[config.mk]
export PLATFORM = sky130hd
export DESIGN_NAME = spi_display_receiver
export DESIGN_NICKNAME = d
export VERILOG_FILES = /design/src/rtl/spi_display_receiver.sv
export SDC_FILE = /design/constraint.sdc
export NUM_CORES = 1
export LEC_CHECK = 0
export CAP_MARGIN = 10
export CORE_AREA = 2 2 103 105
export DETAILED_ROUTE_END_ITERATION = 8
export DIE_AREA = 0 0 105 107
export PLACE_DENSITY = 0.82
export SYNTH_ARGS = -nofsm -noshare
export SYNTH_HDL_FRONTEND = slang
export SYNTH_SLANG_ARGS = --single-unit
[constraint.sdc]
create_clock -name clk -period 9.35 [get_ports clk]
set_clock_uncertainty 0.15 [all_clocks]
set_input_delay 2.3375 -clock clk [delete_from_list [all_inputs] [get_ports clk]]
set_output_delay 2.3375 -clock clk [all_outputs]
set_load 0.005 [all_outputs]
[src/rtl/spi_display_receiver.sv]
// SPI slave model of the 7-segment display driver: synchronises sck/cs/mosi,
// assembles 16-bit MSB-first frames, commits them on CS release to a driver
// register file and exposes the registers plus a Code-B segment decoder.
// Ports: clk, res (sync, active-high), sck/cs/mosi (SPI pins),
//   word_valid/frame_err (commit pulses), word_out (last good frame),
//   dev_on, disp_test, decode_mode, intensity, scan_limit (control regs),
//   rd_digit (digit select), rd_raw/rd_seg (combinational digit read-out).
`timescale 1ns/1ps
module spi_display_receiver #(
   parameter int SYNC_STAGES = 2,
   parameter int FRAME_BITS  = 16
) (
   input  logic        clk,
   input  logic        res,
   input  logic        sck,
   input  logic        cs,
   input  logic        mosi,
   output logic        word_valid,
   output logic        frame_err,
   output logic [15:0] word_out,
   output logic        dev_on,
   output logic        disp_test,
   output logic [7:0]  decode_mode,
   output logic [3:0]  intensity,
   output logic [2:0]  scan_limit,
   input  logic [2:0]  rd_digit,
   output logic [7:0]  rd_raw,
   output logic [7:0]  rd_seg
);

   localparam int CW = $clog2(FRAME_BITS + 2);

   logic [SYNC_STAGES-1:0] r_sck_s;
   logic [SYNC_STAGES-1:0] r_cs_s;
   logic [SYNC_STAGES-1:0] r_mosi_s;
   logic                   r_sck_d;
   logic                   r_cs_d;
   logic [15:0]            r_shift;
   logic [CW-1:0]          r_cnt;
   logic                   r_valid;
   logic                   r_err;
   logic [15:0]            r_word;
   logic                   r_on;
   logic                   r_test;
   logic [7:0]             r_dec;
   logic [3:0]             r_int;
   logic [2:0]             r_scan;
   logic [7:0]             r_digit [0:7];

   logic          w_sck;
   logic          w_cs;
   logic          w_mosi;
   logic          w_sck_rise;
   logic          w_cs_rise;
   logic          w_cs_fall;
   logic          w_shift_en;
   logic [CW-1:0] w_cnt_base;
   logic [CW-1:0] w_cnt_new;
   logic [15:0]   w_shift_new;
   logic [3:0]    w_addr;
   logic [7:0]    w_data;
   logic [2:0]    w_didx;
   logic [6:0]    w_seg;

   assign w_sck  = r_sck_s[SYNC_STAGES-1];
   assign w_cs   = r_cs_s[SYNC_STAGES-1];
   assign w_mosi = r_mosi_s[SYNC_STAGES-1];

   assign w_sck_rise = w_sck & ~r_sck_d;
   assign w_cs_rise  = w_cs & ~r_cs_d;
   assign w_cs_fall  = ~w_cs & r_cs_d;

   // A bit arriving together with the cs release still belongs to the frame.
   assign w_shift_en = w_sck_rise & (~w_cs | w_cs_rise);
   assign w_cnt_base = w_cs_fall ? '0 : r_cnt;

   always_comb begin
      w_cnt_new = w_cnt_base;
      if (w_shift_en && w_cnt_base != CW'(FRAME_BITS + 1))
         w_cnt_new = w_cnt_base + 1'b1;
   end

   assign w_shift_new = w_shift_en ? {r_shift[14:0], w_mosi} : r_shift;
   assign w_addr      = w_shift_new[11:8];
   assign w_data      = w_shift_new[7:0];
   assign w_didx      = w_addr[2:0] - 3'd1;

   always_ff @(posedge clk) begin
      if (res) begin
         r_sck_s  <= '0;
         r_cs_s   <= '1;
         r_mosi_s <= '0;
         r_sck_d  <= 1'b0;
         r_cs_d   <= 1'b1;
         r_shift  <= '0;
         r_cnt    <= '0;
         r_valid  <= 1'b0;
         r_err    <= 1'b0;
         r_word   <= '0;
         r_on     <= 1'b0;
         r_test   <= 1'b0;
         r_dec    <= '0;
         r_int    <= '0;
         r_scan   <= '0;
         for (int i = 0; i < 8; i++) r_digit[i] <= '0;
      end else begin
         r_sck_s  <= {r_sck_s[SYNC_STAGES-2:0], sck};
         r_cs_s   <= {r_cs_s[SYNC_STAGES-2:0], cs};
         r_mosi_s <= {r_mosi_s[SYNC_STAGES-2:0], mosi};
         r_sck_d  <= w_sck;
         r_cs_d   <= w_cs;
         r_shift  <= w_shift_new;
         r_valid  <= 1'b0;
         r_err    <= 1'b0;
         if (w_cs_rise) begin
            r_cnt <= '0;
            if (w_cnt_new == CW'(FRAME_BITS)) begin
               r_valid <= 1'b1;
               r_word  <= w_shift_new;
               case (w_addr)
                  4'h0, 4'hD, 4'hE: ;
                  4'h9: r_dec  <= w_data;
                  4'hA: r_int  <= w_data[3:0];
                  4'hB: r_scan <= w_data[2:0];
                  4'hC: r_on   <= w_data[0];
                  4'hF: r_test <= w_data[0];
                  default: r_digit[w_didx] <= w_data;
               endcase
            end else begin
               r_err <= 1'b1;
            end
         end else begin
            r_cnt <= w_cnt_new;
         end
      end
   end

   assign word_valid  = r_valid;
   assign frame_err   = r_err;
   assign word_out    = r_word;
   assign dev_on      = r_on;
   assign disp_test   = r_test;
   assign decode_mode = r_dec;
   assign intensity   = r_int;
   assign scan_limit  = r_scan;
   assign rd_raw      = r_digit[rd_digit];

   // Segment bits {a,b,c,d,e,f,g}.
   always_comb begin
      w_seg = 7'h00;
      case (rd_raw[3:0])
         4'h0: w_seg = 7'h7E;
         4'h1: w_seg = 7'h30;
         4'h2: w_seg = 7'h6D;
         4'h3: w_seg = 7'h79;
         4'h4: w_seg = 7'h33;
         4'h5: w_seg = 7'h5B;
         4'h6: w_seg = 7'h5F;
         4'h7: w_seg = 7'h70;
         4'h8: w_seg = 7'h7F;
         4'h9: w_seg = 7'h7B;
         4'hA: w_seg = 7'h01;
         4'hB: w_seg = 7'h4F;
         4'hC: w_seg = 7'h37;
         4'hD: w_seg = 7'h0E;
         4'hE: w_seg = 7'h67;
         default: w_seg = 7'h00;
      endcase
   end

   assign rd_seg = decode_mode[rd_digit] ? {rd_raw[7], w_seg} : rd_raw;

endmodule

==> results_dict.tcl, run 1 <==
set metrics [dict create \
    outcome "completed" \
    seq_area_frac_synth_pct 53.91 \
    synthDominantCellAreaShare_pct 32.34 \
    grt_max_degree 45 \
    pwr-share-seq_pct 45.2 \
    cts_made_buffers 17 \
    syn_inst 516 \
    worst_pin_slew_ns 1.027 \
    hpwl_um 8723 \
    muxShareOfSynthArea_pct 13.41 \
    hold_viol_final 0 \
    portBuffers 58 \
    timing.final.crit_share_pct 89.57 \
    gp_congestion 0.8902 \
    synth-adder-area-share_pct 2.737 \
    grt_pass1_vias 4312 \
    crit_fanout 9 \
    synth_compound_area_share_pct 7.033 \
    cts_tree "done" \
    synth.avg_cell_area_um2 11.52 \
    detail-route-antenna-nets 0 \
    die_h_um 107 \
    die_w_um 105 \
    setup-tns-final_ns 0 \
    row_count 37 \
    path_clk_slew_ns 0.06 \
    grt_usage_pct 24.98 \
    combinationalPowerShare_pct 5.8 \
    worst_ir_drop_vdd_mv 0.1355 \
    drc_errors 0 \
    max_freq_mhz 119.4 \
    p_per_area_nw_per_um2 186.7 \
    p_clk_share_pct 49.0 \
    synth.net_count 537 \
    clk_latency_ns 0.52 \
    diodes 0 \
    core_um2 10090 \
    endpoint_kind "output pin" \
    clk_path_buf_depth 2 \
    async_flop_share_pct 0 \
    root_buffer "clkbuf_8" \
    io_pins 59 \
    swShare_pct 21.53 \
    netlist_area_um2 5942 \
    timing.hold.ws_ns 0.2679 \
    p_int_mw 1.048 \
    cp_data_arrival_time_ns 5.89 \
    drv_slew 0 \
    hold_buffers 0 \
    cts_setup_buffers 0 \
    p_switching_uw 287.7 \
    synth_area_leader_cell "edfxtp_1" \
    p_leak_nw 2.727 \
    critPathKind "primary input to output pin" \
    yosys_register_bits 128 \
    ys.flop_type "edfxtp_1" \
    wl_um 13360 \
    htree_levels 4 \
    finalSetupViolations 0 \
    syn_to_final_growth_pct 20.40 \
    p_total_mw 1.336 \
    synth_xor_xnor_area_share_pct 0.5685 \
    synth_common_cells "nor2_1 (81), dfxtp_1 (64), edfxtp_1 (64)" \
    vias 4186 \
    synth_edf_count 64 \
    rsz0062_at_grt "no" \
    synth_simple_gate_area_share_pct 18.49 \
    wl_per_cell_um 18.61 \
    synth_top_family_by_area "simple AND/OR/NAND/NOR gates" \
    worstHoldPathType "flop to flop" \
    required_ns 6.86 \
    start_util_pct 58.88 \
    synth_cell_types 64 \
    grt_pass1_wl_um 21370 \
    drt_iter0_markers 315 \
    cts_sinks 128 \
    grt_antenna_before_repair 0 \
    ys.warnings.count 0 \
    vias_per_cell 5.830 \
    cts-resized-gates 0 \
    dieArea_um2 11240 \
    dr.pass1.iters 5 \
    drive_gt1_share_pct 15.46 \
    cp-start-kind "primary input" \
    timing.final.crit_period_ns 8.375 \
    yosys.cell_count.top_type "nor2_1" \
    maxSlewHeadroom_pct 29.54 \
    drv_cap 0 \
    nets 590 \
    yosys-top-cells-area "edfxtp_1 (32%), dfxtp_1 (22%), mux4_2 (6.8%)" \
    grt-ovfl-total 0 \
]
==> placed cells by master (no fill, tap or decap), types with 3 or more instances in the layout <==
| master | instances |
|---|---|
| a21oi_1 | 12 |
| nor2b_1 | 12 |
| inv_1 | 14 |
| dfxtp_1 | 64 |
| buf_4 | 5 |
| inv_4 | 3 |
| nand3_1 | 15 |
| ha_1 | 13 |
| clkdlybuf4s50_1 | 58 |
| a31o_2 | 4 |
| or2_2 | 9 |
| nor3_1 | 12 |
| mux2_4 | 4 |
| a31oi_1 | 7 |
| clkbuf_16 | 17 |
| nand2_1 | 54 |
| mux2_2 | 4 |
| nor2_1 | 81 |
| a211oi_1 | 7 |
| mux2i_1 | 25 |
| clkbuf_8 | 3 |
| nand2b_1 | 3 |
| o21ai_0 | 13 |
| nand3_4 | 5 |
| edfxtp_1 | 64 |
| mux4_2 | 18 |
==> power by group through the flow <==
stage | registers (mW) | clock network [mW] | logic (mW)
final | 0.603 | 0.655 | 0.0775
after global routing | 0.604 | 0.683 | 0.0838
after CTS | 0.603 | 0.658 | 0.0780
after detailed placement | 0.615 | 0 | 0.0770
after global placement | 0.614 | 0 | 0.0749
after floorplan | 0.612 | 0 | 0.0507
==> worst paths after layout <==
| kind | slack, ns | startpoint | depth (start not counted) | to |
|---|---|---|---|---|
| worst max-delay path | 0.97 | rd_digit[0] | 11 | rd_seg[2] |
| worst min-delay path | 0.27 | r_cs_s[0] | 1 | r_cs_s[1] |
| worst max register to register | 4.95 | r_sck_s[1] | 11 | r_digit[7][3] |
| worst min register to register | 0.27 | r_cs_s[0] | 1 | r_cs_s[1] |
==> area by class of cell <==
type	count	area, µm²
Clock buffer	22	475.5
Clock inverter	10	121.4
Fill cell	710	2938
Inverter	15	56.30
Multi-Input combinational cell	344	2510
Sequential cell	128	3203
Tap cell	136	170.2
Timing Repair Buffer	63	618.1
==> state kept, by name, indices dropped and copies added (netlist names), 2 cells and up <==
register	cells
intensity	4
word_out	16
r_digit	64
decode_mode	8
r_mosi_s	2
r_cs_s	2
scan_limit	3
r_shift	16
r_sck_s	2
r_cnt	5
==> layer usage <==
layer / vias to the layer above / share of wire, % / GRT usage, %
met5: - / 0 / 0
met4: 0 / 3.1 / 12.95
met3: 45 / 5.3 / 5.410
met2: 156 / 51 / 43.41
met1: 2028 / 41 / 29.17
li1: 1957 / - / -
==> worst max-delay path, stage by stage <==
cell,delay [ns]
clkdlybuf4s50_1,0.71
buf_4,0.30
mux4_2,0.55
mux2i_1,0.39
inv_1,0.21
ha_1,0.26
nor3b_1,0.14
a21oi_1,0.14
nor2_1,0.05
a211oi_1,0.24
clkdlybuf4s50_1,0.54
==> metrics by stage <==
stage	util [%]	worst slack [ns]	cells	area (µm²)
after global placement	64.98	1.180	686	6558
after global routing	70.89	0.7078	718	7154
final	70.89	0.9750	718	7154
after detailed placement	64.98	1.053	686	6558
after floorplan	-	2.312	516	5942
after CTS	70.89	0.9528	718	7154
==> cells by family after synthesis <==
logic type               after synthesis
AND/OR/NAND/NOR                      212
XOR/XNOR                               3
flip-flops                           128
multiplexers                          53
adder cells (fa/ha/maj)               13
buffers and inverters                 44
AO/OA/AOI/OAI                         63
No activity file was read; power rests on OpenSTA's default activity.
==> run 2: changes to the inputs <==
--- a/config.mk
+++ b/config.mk
@@ -9,7 +9,7 @@
 export CORE_AREA = 2 2 103 105
 export DETAILED_ROUTE_END_ITERATION = 8
 export DIE_AREA = 0 0 105 107
-export PLACE_DENSITY = 0.82
+export PLACE_DENSITY = 0.78
 export SYNTH_ARGS = -nofsm -noshare
 export SYNTH_HDL_FRONTEND = slang
 export SYNTH_SLANG_ARGS = --single-unit
==> results_dict.tcl, run 2 (same netlist as run 1, synthesis figures left out) <==
set metrics [dict create \
    drc_errors 0 \
    p_per_area_nw_per_um2 179.5 \
    worstHoldPathType "flop to flop" \
    fin_util_pct 70.30 \
    nFillCells 748 \
    cts_made_buffers 17 \
    worst_pin_slew_ns 1.141 \
    path_clk_slew_ns 0.06 \
    wl_um 13590 \
    gp_congestion 0.8742 \
    regMostFlops "r_digit" \
    max_freq_mhz 122.3 \
    timing.hold.ws_ns 0.2670 \
    wl_per_cell_um 18.92 \
    grt_pass1_vias 4114 \
    io_pins 59 \
    cts_tree "done" \
    core_um2 10090 \
    dieArea_um2 11240 \
    maxSlewHeadroom_pct 21.74 \
    hold_viol_final 0 \
    timing.final.crit_share_pct 87.46 \
    multi_input_area_um2 2510 \
    p_int_uw 985.5 \
    finalSetupViolations 0 \
    mostFrequentLayoutCells "nor2_1 (81), dfxtp_1 (64), edfxtp_1 (64)" \
    row_count 37 \
    hpwl_um 9182 \
    layout_commonest_cell "nor2_1" \
    p_clk_share_pct 46.4 \
    p_switching_uw 287.9 \
    detail-route-antenna-nets 0 \
    cp-start-kind "primary input" \
    vias 4200 \
    r2r-end "r_digit[7][7]" \
    cts_sinks 128 \
    p_leak_nw 2.686 \
    required_ns 6.86 \
    crit_fanout 7 \
    rsz0062_at_grt "no" \
    largest_reg_flops 64 \
    setup-tns-final_ns 0 \
    htree_levels 4 \
    drt_iter0_markers 352 \
    endpoint_kind "output pin" \
    grt_usage_pct 25.06 \
    worstReg2RegStart "r_sck_d" \
    design_area_um2 7094 \
    syn_to_final_growth_pct 19.39 \
    pwr-share-seq_pct 47.4 \
    timing.final.crit_period_ns 8.177 \
    hold_buffers 0 \
    grt_max_degree 45 \
    die_w_um 105 \
    grt_antenna_before_repair 0 \
    root_buffer "clkbuf_8" \
    drv_cap 0 \
    cts_setup_buffers 0 \
    ff_latch_area_um2 3203 \
    drive_gt1_share_pct 15.29 \
    dr.pass1.iters 5 \
    dp_slack_ns 1.177 \
    final_cell_count_no_fill 718 \
    nets 590 \
    place_inst 686 \
    combinationalPowerShare_pct 6.2 \
    fin_ws_ns 1.173 \
    swShare_pct 22.61 \
    cts-resized-gates 0 \
    outcome "completed" \
    die_h_um 107 \
    crit_start "rd_digit[0]" \
    grt-ovfl-total 0 \
    worst_ir_drop_vdd_mv 0.1293 \
    vias_per_cell 5.850 \
    setup.worst_path.end "rd_seg[2]" \
    ff2ff_path_depth 11 \
    p_total_mw 1.273 \
    critPathKind "primary input to output pin" \
    grt_pass1_wl_um 21600 \
    regToRegSetupSlack_ns 4.94 \
    portBuffers 58 \
    clk_latency_ns 0.52 \
    cp_data_arrival_time_ns 5.69 \
    clk_path_buf_depth 2 \
    drv_slew 0 \
    diodes 0 \
    place_area_um2 6558 \
    start_util_pct 58.88 \
]
-- run 2: changes by cell type in the layout (fill, tap and decap cells not counted) --
cell	previous run	this run
bufinv_16	2	1
clkbuf_16	17	16
clkbuf_2	1	0
clkbuf_8	3	1
clkinv_1	1	2
clkinv_2	0	4
clkinv_4	2	3
clkinvlp_4	1	4
inv_4	3	0
inv_6	2	1
-- run 2: how the worst min path moves through the flow --
stage               depth (start not counted)   endpoint  startpoint  slack, ns
global route                                1  r_cs_s[1]   r_cs_s[0]       0.28
floorplan                                   1  r_cs_s[1]   r_cs_s[0]       0.24
detailed placement                          1  r_cs_s[1]   r_cs_s[0]       0.26
finish                                      1  r_cs_s[1]   r_cs_s[0]       0.27
global placement                            1  r_cs_s[1]   r_cs_s[0]       0.25
CTS                                         1  r_cs_s[1]   r_cs_s[0]       0.27
-- run 2: worst max-delay path, cell delays in order --
cell and delay, ns:
clkdlybuf4s50_1 0.75, mux4_2 0.56, mux2i_1 0.41, inv_1 0.23
ha_1 0.26, nor3b_1 0.14, a21oi_1 0.15, nor2_1 0.06
a211oi_1 0.25, clkdlybuf4s50_1 0.54
-- run 2: area by class of cell --
class,count,share of cell area [%]
timing repair buffer,63,8.713
clock inverter,14,1.675
tap,136,2.399
sequential,128,45.15
inverter,15,0.7937
clock buffer,18,5.891
multi-input combinational,344,35.38
-- run 2: routing by layer --
| layer | global-route usage, % | vias up | wire [µm] |
|---|---|---|---|
| met4 | 8.476 | 0 | 168 |
| met1 | 32.17 | 2042 | 5782 |
| li1 | - | 1965 | - |
| met3 | 5.775 | 23 | 805 |
| met5 | 0 | - | 0 |
| met2 | 42.16 | 170 | 6830 |
-- run 2: power groups by stage --
stage / clock network (mW) / registers, mW / logic, mW
after floorplan: 0 / 0.612 / 0.0507
after CTS: 0.593 / 0.603 / 0.0786
after detailed placement: 0 / 0.615 / 0.0781
final: 0.591 / 0.603 / 0.0787
after global routing: 0.616 / 0.604 / 0.0851
after global placement: 0 / 0.614 / 0.0755
==> run 3: changes to the inputs <==
--- a/config.mk
+++ b/config.mk
@@ -9,7 +9,7 @@
 export CORE_AREA = 2 2 103 105
 export DETAILED_ROUTE_END_ITERATION = 8
 export DIE_AREA = 0 0 105 107
-export PLACE_DENSITY = 0.78
+export PLACE_DENSITY = 0.85
 export SYNTH_ARGS = -nofsm -noshare
 export SYNTH_HDL_FRONTEND = slang
 export SYNTH_SLANG_ARGS = --single-unit
==> results_dict.tcl, run 3 (same netlist as run 1, synthesis figures left out) <==
set metrics [dict create \
    clk_latency_ns 0.52 \
    detail-route-antenna-nets 0 \
    finalSetupViolations 0 \
    die_w_um 105 \
    path_cells "clkdlybuf4s50_1 -> mux4_2 -> mux2i_1 -> inv_1 -> ha_1 -> nor3b_1 -> a21oi_1 -> nor2_1 -> a211oi_1 -> clkdlybuf4s50_1" \
    grtUsageMet2_pct 43.41 \
    clk_path_buf_depth 2 \
    cts_setup_buffers 0 \
    diodes 0 \
    hold_buffers 0 \
    design_area_um2 7117 \
    cts_sinks 128 \
    critPathSlowestCell "clkdlybuf4s50_1" \
    p_total_mw 1.303 \
    r2r-end "r_digit[7][0]" \
    place_area_um2 6558 \
    grt_usage_pct 24.72 \
    timing.final.crit_period_ns 8.120 \
    met3_usage_pct 4.863 \
    cpPeakStageDelay_ns 0.74 \
    row_count 37 \
    grt_pass1_wl_um 21470 \
    dr.pass1.iters 7 \
    grt_antenna_before_repair 0 \
    setup.worst_path.end "rd_seg[2]" \
    worstReg2RegStart "r_sck_s[1]" \
    maxSlewHeadroom_pct 22.69 \
    regToRegSetupSlack_ns 4.95 \
    fin_ws_ns 1.230 \
    cp-start-kind "primary input" \
    die_h_um 107 \
    wl_um 13160 \
    start_util_pct 58.88 \
    layout_commonest_cell "nor2_1" \
    cts-resized-gates 0 \
    critPathKind "primary input to output pin" \
    htree_levels 4 \
    crit_fanout 7 \
    nets 590 \
    drv_slew 0 \
    ff2ff_path_depth 11 \
    p_leak_nw 2.712 \
    drv_cap 0 \
    path_clk_slew_ns 0.06 \
    largest_reg_flops 64 \
    cts_made_buffers 17 \
    root_buffer "clkbuf_8" \
    mostFrequentLayoutCells "nor2_1 (81), dfxtp_1 (64), edfxtp_1 (64)" \
    timing.final.crit_share_pct 86.85 \
    required_ns 6.86 \
    drive_gt1_share_pct 15.49 \
    busiest_layer "met2" \
    regMostFlops "r_digit" \
    cts_tree "done" \
    drt_iter0_markers 397 \
    dp_slack_ns 1.194 \
    syn_to_final_growth_pct 19.77 \
    setup-tns-final_ns 0 \
    gr-usage-met1_pct 30.91 \
    hold_viol_final 0 \
    min-delay-start "r_cs_s[0]" \
    core_um2 10090 \
    grt_max_degree 45 \
    p_per_area_nw_per_um2 183.0 \
    dieArea_um2 11240 \
    nFillCells 693 \
    crit_start "rd_digit[0]" \
    worst_pin_slew_ns 1.127 \
    vias_per_cell 5.789 \
    hpwl_um 8987 \
    outcome "completed" \
    grt_pass1_vias 4143 \
    endpoint_kind "output pin" \
    io_pins 59 \
    portBuffers 58 \
    gp_congestion 0.9001 \
    worst_ir_drop_vdd_mv 0.1575 \
    cp_data_arrival_time_ns 5.63 \
    rsz0062_at_grt "no" \
    vias 4151 \
    worstHoldPathType "flop to flop" \
    drc_errors 0 \
    grt-ovfl-total 0 \
    max_freq_mhz 123.1 \
    crit_path_frequent_cell "clkdlybuf4s50_1" \
    wl_per_cell_um 18.35 \
]
-- run 3: worst max-delay path, delay by kind of cell --
kind | cells | cell delay, ns
AO/OA/AOI/OAI | 2 | 0.36
adder cells (fa/ha/maj) | 1 | 0.27
AND/OR/NAND/NOR | 2 | 0.20
buffers and inverters | 3 | 1.49
multiplexers | 2 | 0.97
-- run 3: report_power, final --
| part | switching (mW) | internal (mW) | leakage, nW |
|---|---|---|---|
| Sequential | 0.00420 | 0.599 | 1.18 |
| Combinational | 0.0413 | 0.0364 | 1.25 |
| Clock | 0.248 | 0.374 | 0.280 |
-- run 3: cell type report --
| cell class | instances | area (µm²) | area share [%] |
|---|---|---|---|
| sequential | 128 | 3203 | 45.01 |
| multi-input combinational | 344 | 2510 | 35.27 |
| timing repair buffer | 63 | 618.1 | 8.685 |
| clock buffer | 19 | 452.9 | 6.364 |
| tap | 136 | 170.2 | 2.391 |
| clock inverter | 12 | 106.4 | 1.494 |
| inverter | 15 | 56.30 | 0.7911 |
-- run 3: worst min-delay path by stage --
stage	end	slack (ns)	cells past startpoint
5_1_grt	r_cs_s[1]	0.29	1
3_3_place_gp	r_cs_s[1]	0.26	1
6_report	r_cs_s[1]	0.27	1
3_5_place_dp	r_cs_s[1]	0.26	1
4_1_cts	r_cs_s[1]	0.28	1
2_1_floorplan	r_cs_s[1]	0.24	1
-- run 3: through the flow --
step	hold WS (ns)	cells	util, %
2_1_floorplan	0.2395	516	-
3_3_place_gp	0.2586	686	64.98
3_5_place_dp	0.2646	686	64.98
4_1_cts	0.2784	717	70.52
5_1_grt	0.2944	717	70.52
6_report	0.2712	717	70.52
-- run 3: layer usage --
layer	vias up	routed length [µm]
li1	1953	-
met1	2014	5502
met2	168	6669
met3	16	807
met4	0	176
met5	-	0
==> variant 1: new RTL, config.mk and constraints of run 2 <==
Set the parameter `SYNC_STAGES` to 4 (it was 2).
--- a/src/rtl/spi_display_receiver.sv
+++ b/src/rtl/spi_display_receiver.sv
@@ -9,3 +9,3 @@
 module spi_display_receiver #(
-   parameter int SYNC_STAGES = 2,
+   parameter int SYNC_STAGES = 4,
    parameter int FRAME_BITS  = 16
Check against the original RTL: not equivalent (a bounded check fails within 4 cycles, from zero or initial values).
==> variant 1 against run 2 <==
Total power up 1.6%; sequential cell count up 6; wire length down 4.3%; first-iteration DRC count down 14%; count of clock-buffer cells in the layout unchanged; non-clock buffer count up 1; final area up 2.2%; combinational power down 7.0%; setup slack worse by 0.0073 ns; synthesized area up 2.7%; final cell count up 1.8%.
==> variant 1: results (changes against run 2) <==
* Status: finished, final reports clean
* Max Root-Sink Buffers at 2 (unchanged)
* Ys flop type: dfxtp_1
* Worst Max-Slew Pin Slew at 1.009 ns (-0.1326 ns)
* Ys Warns at 0 (unchanged)
* Critical Path AT at 5.70 ns (about the same)
* TritonCTS Buffers at 17 (unchanged)
* H-tree Lvls at 4 (unchanged)
* Reg clk slew, reported paths at 0.06 ns (about the same)
* Number of synthesized flops with an enable pin at 64 (unchanged)
* Initial DRC count at 303 (-14%)
* GRT Util Overall at 0.2475 (-0.003060)
* Top cells by count, synth: nor2_1, dfxtp_1, edfxtp_1, nand2_1, mux2i_1
* First drt pass iteration count at 5 (unchanged)
* Synth top area cells: edfxtp_1, dfxtp_1, mux4_2, nor2_1, mux2i_1
* Async S/R FF share, synth at 0 (unchanged)
* Final Wtd Congestion at 0.8909 (+1.9%)
* Post-Syn Nets at 549 (+2.2%)
* Hold Crit Class: register to register
* Post-synthesis sequential area ratio at 0.5448 (+0.005760)
* First-pass GRT wire length at 21360 um (-1.1%)
* Max reg flops at 64 (unchanged)
* Port Buffer Count at 58 (unchanged)
* Pin count of the biggest net entering global routing at 51 (+13%)
* Reg with most FFs: r_digit
* Via density at 5.741 (-1.8%)
* Vias in the first global route at 4122 (+0.19%)
* Post-CTS Resized at 0 (unchanged)
* Share of layout cells above drive strength 1 at 0.1513 (-0.001660)
* Final HPWL DP at 8847 um (-3.6%)
* Distinct cells, synth at 64 (unchanged)
* Post-Route WL at 13010 um (-4.3%)
* Maximum VDD drop at 0.1419 mV (+9.8%)
* Antenna cells at 0 (unchanged)
* Crit Path Max Fanout at 11 (+4)
* Clock root buffer: clkbuf_8
* Clock Latency Late Sink at 0.52 ns (about the same)
* Postcts setup bufs at 0 (unchanged)
* Antenna violations before repair at 0 (unchanged)
* Pleak at 2.762 nW (+2.8%)
* Nets@finish at 603 (+2.2%)
variant 1: cell types whose count changed in the layout (fill, tap and decap cells not counted), sizes merged:
cell / delta
buf: +1
nor2b: +4
clkinvlp: -2
clkinv: +2
or2: +2
dfxtp: +6
variant 1: final timing paths:
check	to	cells past startpoint	slack (ns)	from
max	rd_seg[2]	11	1.17	rd_digit[0]
min	r_cs_s[2]	1	0.26	r_cs_s[1]
max reg2reg	r_digit[4][2]	11	5.03	r_sck_s[3]
min reg2reg	r_cs_s[2]	1	0.26	r_cs_s[1]
variant 1: worst max-delay path: stages:
cell,delay (ns)
clkdlybuf4s50_1,0.58
buf_4,0.28
mux4_2,0.52
mux2i_1,0.37
inv_1,0.21
ha_1,0.26
nor3b_1,0.13
a21oi_1,0.16
nor2_1,0.06
a211oi_1,0.25
clkdlybuf4s50_1,0.54
variant 1: metal layers:
metal | GRT usage | share of wire | vias to the layer above
met5 | 0 | 0 | -
met4 | 0.09143 | 0.012 | 0
met3 | 0.05957 | 0.060 | 15
met2 | 0.4207 | 0.51 | 139
met1 | 0.3094 | 0.42 | 2044
li1 | - | - | 1999
variant 1: stage by stage:
stage | power, mW | util | worst slack [ns] | instance area, um^2 | instances
final | 1.294 | 0.7186 | 1.166 | 7252 | 731
after global routing | 1.330 | 0.7186 | 0.9181 | 7252 | 731
after CTS | 1.301 | 0.7186 | 1.149 | 7252 | 731
after detailed placement | 0.7140 | 0.6661 | 1.155 | 6723 | 699
after global placement | 0.7115 | 0.6661 | 1.214 | 6723 | 699
after floorplan | 0.6849 | - | 2.312 | 6100 | 528
variant 1: cells by family after synthesis:
logic type | after synthesis | synth area share
adder cells (fa/ha/maj) | 13 | 0.02667
buffers and inverters | 44 | 0.03754
XOR/XNOR | 3 | 0.005540
AO/OA/AOI/OAI | 63 | 0.06851
AND/OR/NAND/NOR | 218 | 0.1863
multiplexers | 53 | 0.1307
flip-flops | 134 | 0.5448
variant 1: power breakdown:
| part | internal, mW | switching [mW] | leakage [nW] |
|---|---|---|---|
| Combinational | 0.0351 | 0.0382 | 1.28 |
| Clock | 0.349 | 0.244 | 0.257 |
| Sequential | 0.624 | 0.00353 | 1.23 |
variant 1: area by class of cell:
class | count | area, um^2
Sequential cell | 134 | 3323
Fill cell | 708 | 2840
Multi-Input combinational cell | 350 | 2547
Timing Repair Buffer | 64 | 625.6
Clock buffer | 18 | 417.9
Tap cell | 136 | 170.2
Clock inverter | 14 | 111.4
Inverter | 15 | 56.30
==> variant 2: new RTL, config.mk and constraints of run 2 <==
Made on the original files. Add an input register stage for `res`, `sck`, `cs`, `mosi` and `rd_digit`; this delays them by one clock. Comments in the files are not updated.
--- a/src/rtl/spi_display_receiver.sv
+++ b/src/rtl/spi_display_receiver.sv
@@ -31,2 +31,16 @@
    localparam int CW = $clog2(FRAME_BITS + 2);
+
+   logic res_q;
+   logic sck_q;
+   logic cs_q;
+   logic mosi_q;
+   logic [2:0] rd_digit_q;
+
+   always_ff @(posedge clk) begin
+      res_q      <= res;
+      sck_q      <= sck;
+      cs_q       <= cs;
+      mosi_q     <= mosi;
+      rd_digit_q <= rd_digit;
+   end
 
@@ -88,3 +102,3 @@
    always_ff @(posedge clk) begin
-      if (res) begin
+      if (res_q) begin
          r_sck_s  <= '0;
@@ -106,5 +120,5 @@
       end else begin
-         r_sck_s  <= {r_sck_s[SYNC_STAGES-2:0], sck};
-         r_cs_s   <= {r_cs_s[SYNC_STAGES-2:0], cs};
-         r_mosi_s <= {r_mosi_s[SYNC_STAGES-2:0], mosi};
+         r_sck_s  <= {r_sck_s[SYNC_STAGES-2:0], sck_q};
+         r_cs_s   <= {r_cs_s[SYNC_STAGES-2:0], cs_q};
+         r_mosi_s <= {r_mosi_s[SYNC_STAGES-2:0], mosi_q};
          r_sck_d  <= w_sck;
@@ -145,3 +159,3 @@
    assign scan_limit  = r_scan;
-   assign rd_raw      = r_digit[rd_digit];
+   assign rd_raw      = r_digit[rd_digit_q];
 
@@ -170,3 +184,3 @@
 
-   assign rd_seg = decode_mode[rd_digit] ? {rd_raw[7], w_seg} : rd_raw;
+   assign rd_seg = decode_mode[rd_digit_q] ? {rd_raw[7], w_seg} : rd_raw;
 
Behaviour: not the same (Yosys sat finds a counterexample within 4 cycles, from zero or initial values).
==> variant 2 against run 2 <==
Synthesized area grew 5.6%; critical path depth shrank 3; sequential share of layout area shrank 0.48 points; wire length shrank 0.62%; utilization grew 3.9 points; first-iteration DRC count shrank 32%; total power grew 9.5%; sequential cell count grew 7; non-clock buffer count shrank 2; count of clock-buffer cells in the layout grew 7; final area grew 5.5%; setup slack gained 1.6 ns; critical path type is now register to output port; largest cell class unchanged; largest power group is now clock.
==> variant 2: results (changes against run 2) <==
* Status: finished, final reports clean
* Critical path's slowest cell: dfxtp_1
* Clkbuf count at 25 (+7)
* Pleak at 2.715 nW (+1.1%)
* Met3 WL at 793 um (-1.5%)
* Nets@finish at 616 (+4.4%)
* Worst setup startpoint: rd_digit_q[0]
* Distinct cells, synth at 65 (+1.6%)
* CP top delay family: multiplexers
* Avg WL per Cell at 18.15 um (-4.1%)
* Initial DRC count at 239 (-32%)
* Logic inverters at 10 (-5)
* Share of layout cells above drive strength 1 at 0.1776 (+0.02471)
* GR met1 Demand/Resource at 0.3148 (-0.006942)
* Layout Cells excl Fill at 744 (+3.6%)
* Clk cell area share at 0.08339 (+0.007728)
* WHS at 0.2591 ns (-0.007818 ns)
* Synthesized flop and latch total at 135 (+5.5%)
* Via density at 5.759 (-1.5%)
* Seq area share at 0.4467 (-0.004808)
* Vias in the first global route at 4263 (+3.6%)
* Pin count of the biggest net entering global routing at 50 (+11%)
* Fillers at 724 (-3.2%)
* Post-synthesis sequential area ratio at 0.5329 (-0.006153)
* Reg-to-Reg End: r_digit[7][2]
* Nonclk buf count at 61 (-3.2%)
* Fraction of area in multi-input gates at 0.3616 (+0.007839)
* Slew headroom at 0.2870 (+0.06966)
* Buffering overhead at 0.08055 (-0.006577)
* Final Wtd Congestion at 0.8444 (-3.4%)
-- variant 2: cell count changes after synthesis, moves of 7 or more --
cell and delta:
a31oi_1 -7, dfxtp_1 +7, mux2_2 +10, nand2b_1 +22
nor2_2 +7, nand2_1 -17, clkbuf_1 +7
-- variant 2: power by group --
group | leakage, nW | total (mW) | internal [mW] | switching [mW]
clock | 0.311 | 0.682 | 0.434 | 0.248
combinational | 1.17 | 0.0737 | 0.0382 | 0.0356
sequential | 1.24 | 0.639 | 0.630 | 0.00885
-- variant 2: cells by family after synthesis --
group,after synthesis,share of synthesized area
DFF,135,0.5329
muxes,57,0.1318
AOI/OAI and AO/OA,64,0.07379
and+or+nand+nor,234,0.1972
xor gates and xnor gates,2,0.002793
adders and majority gates,13,0.02593
buffers and inverters,46,0.03550
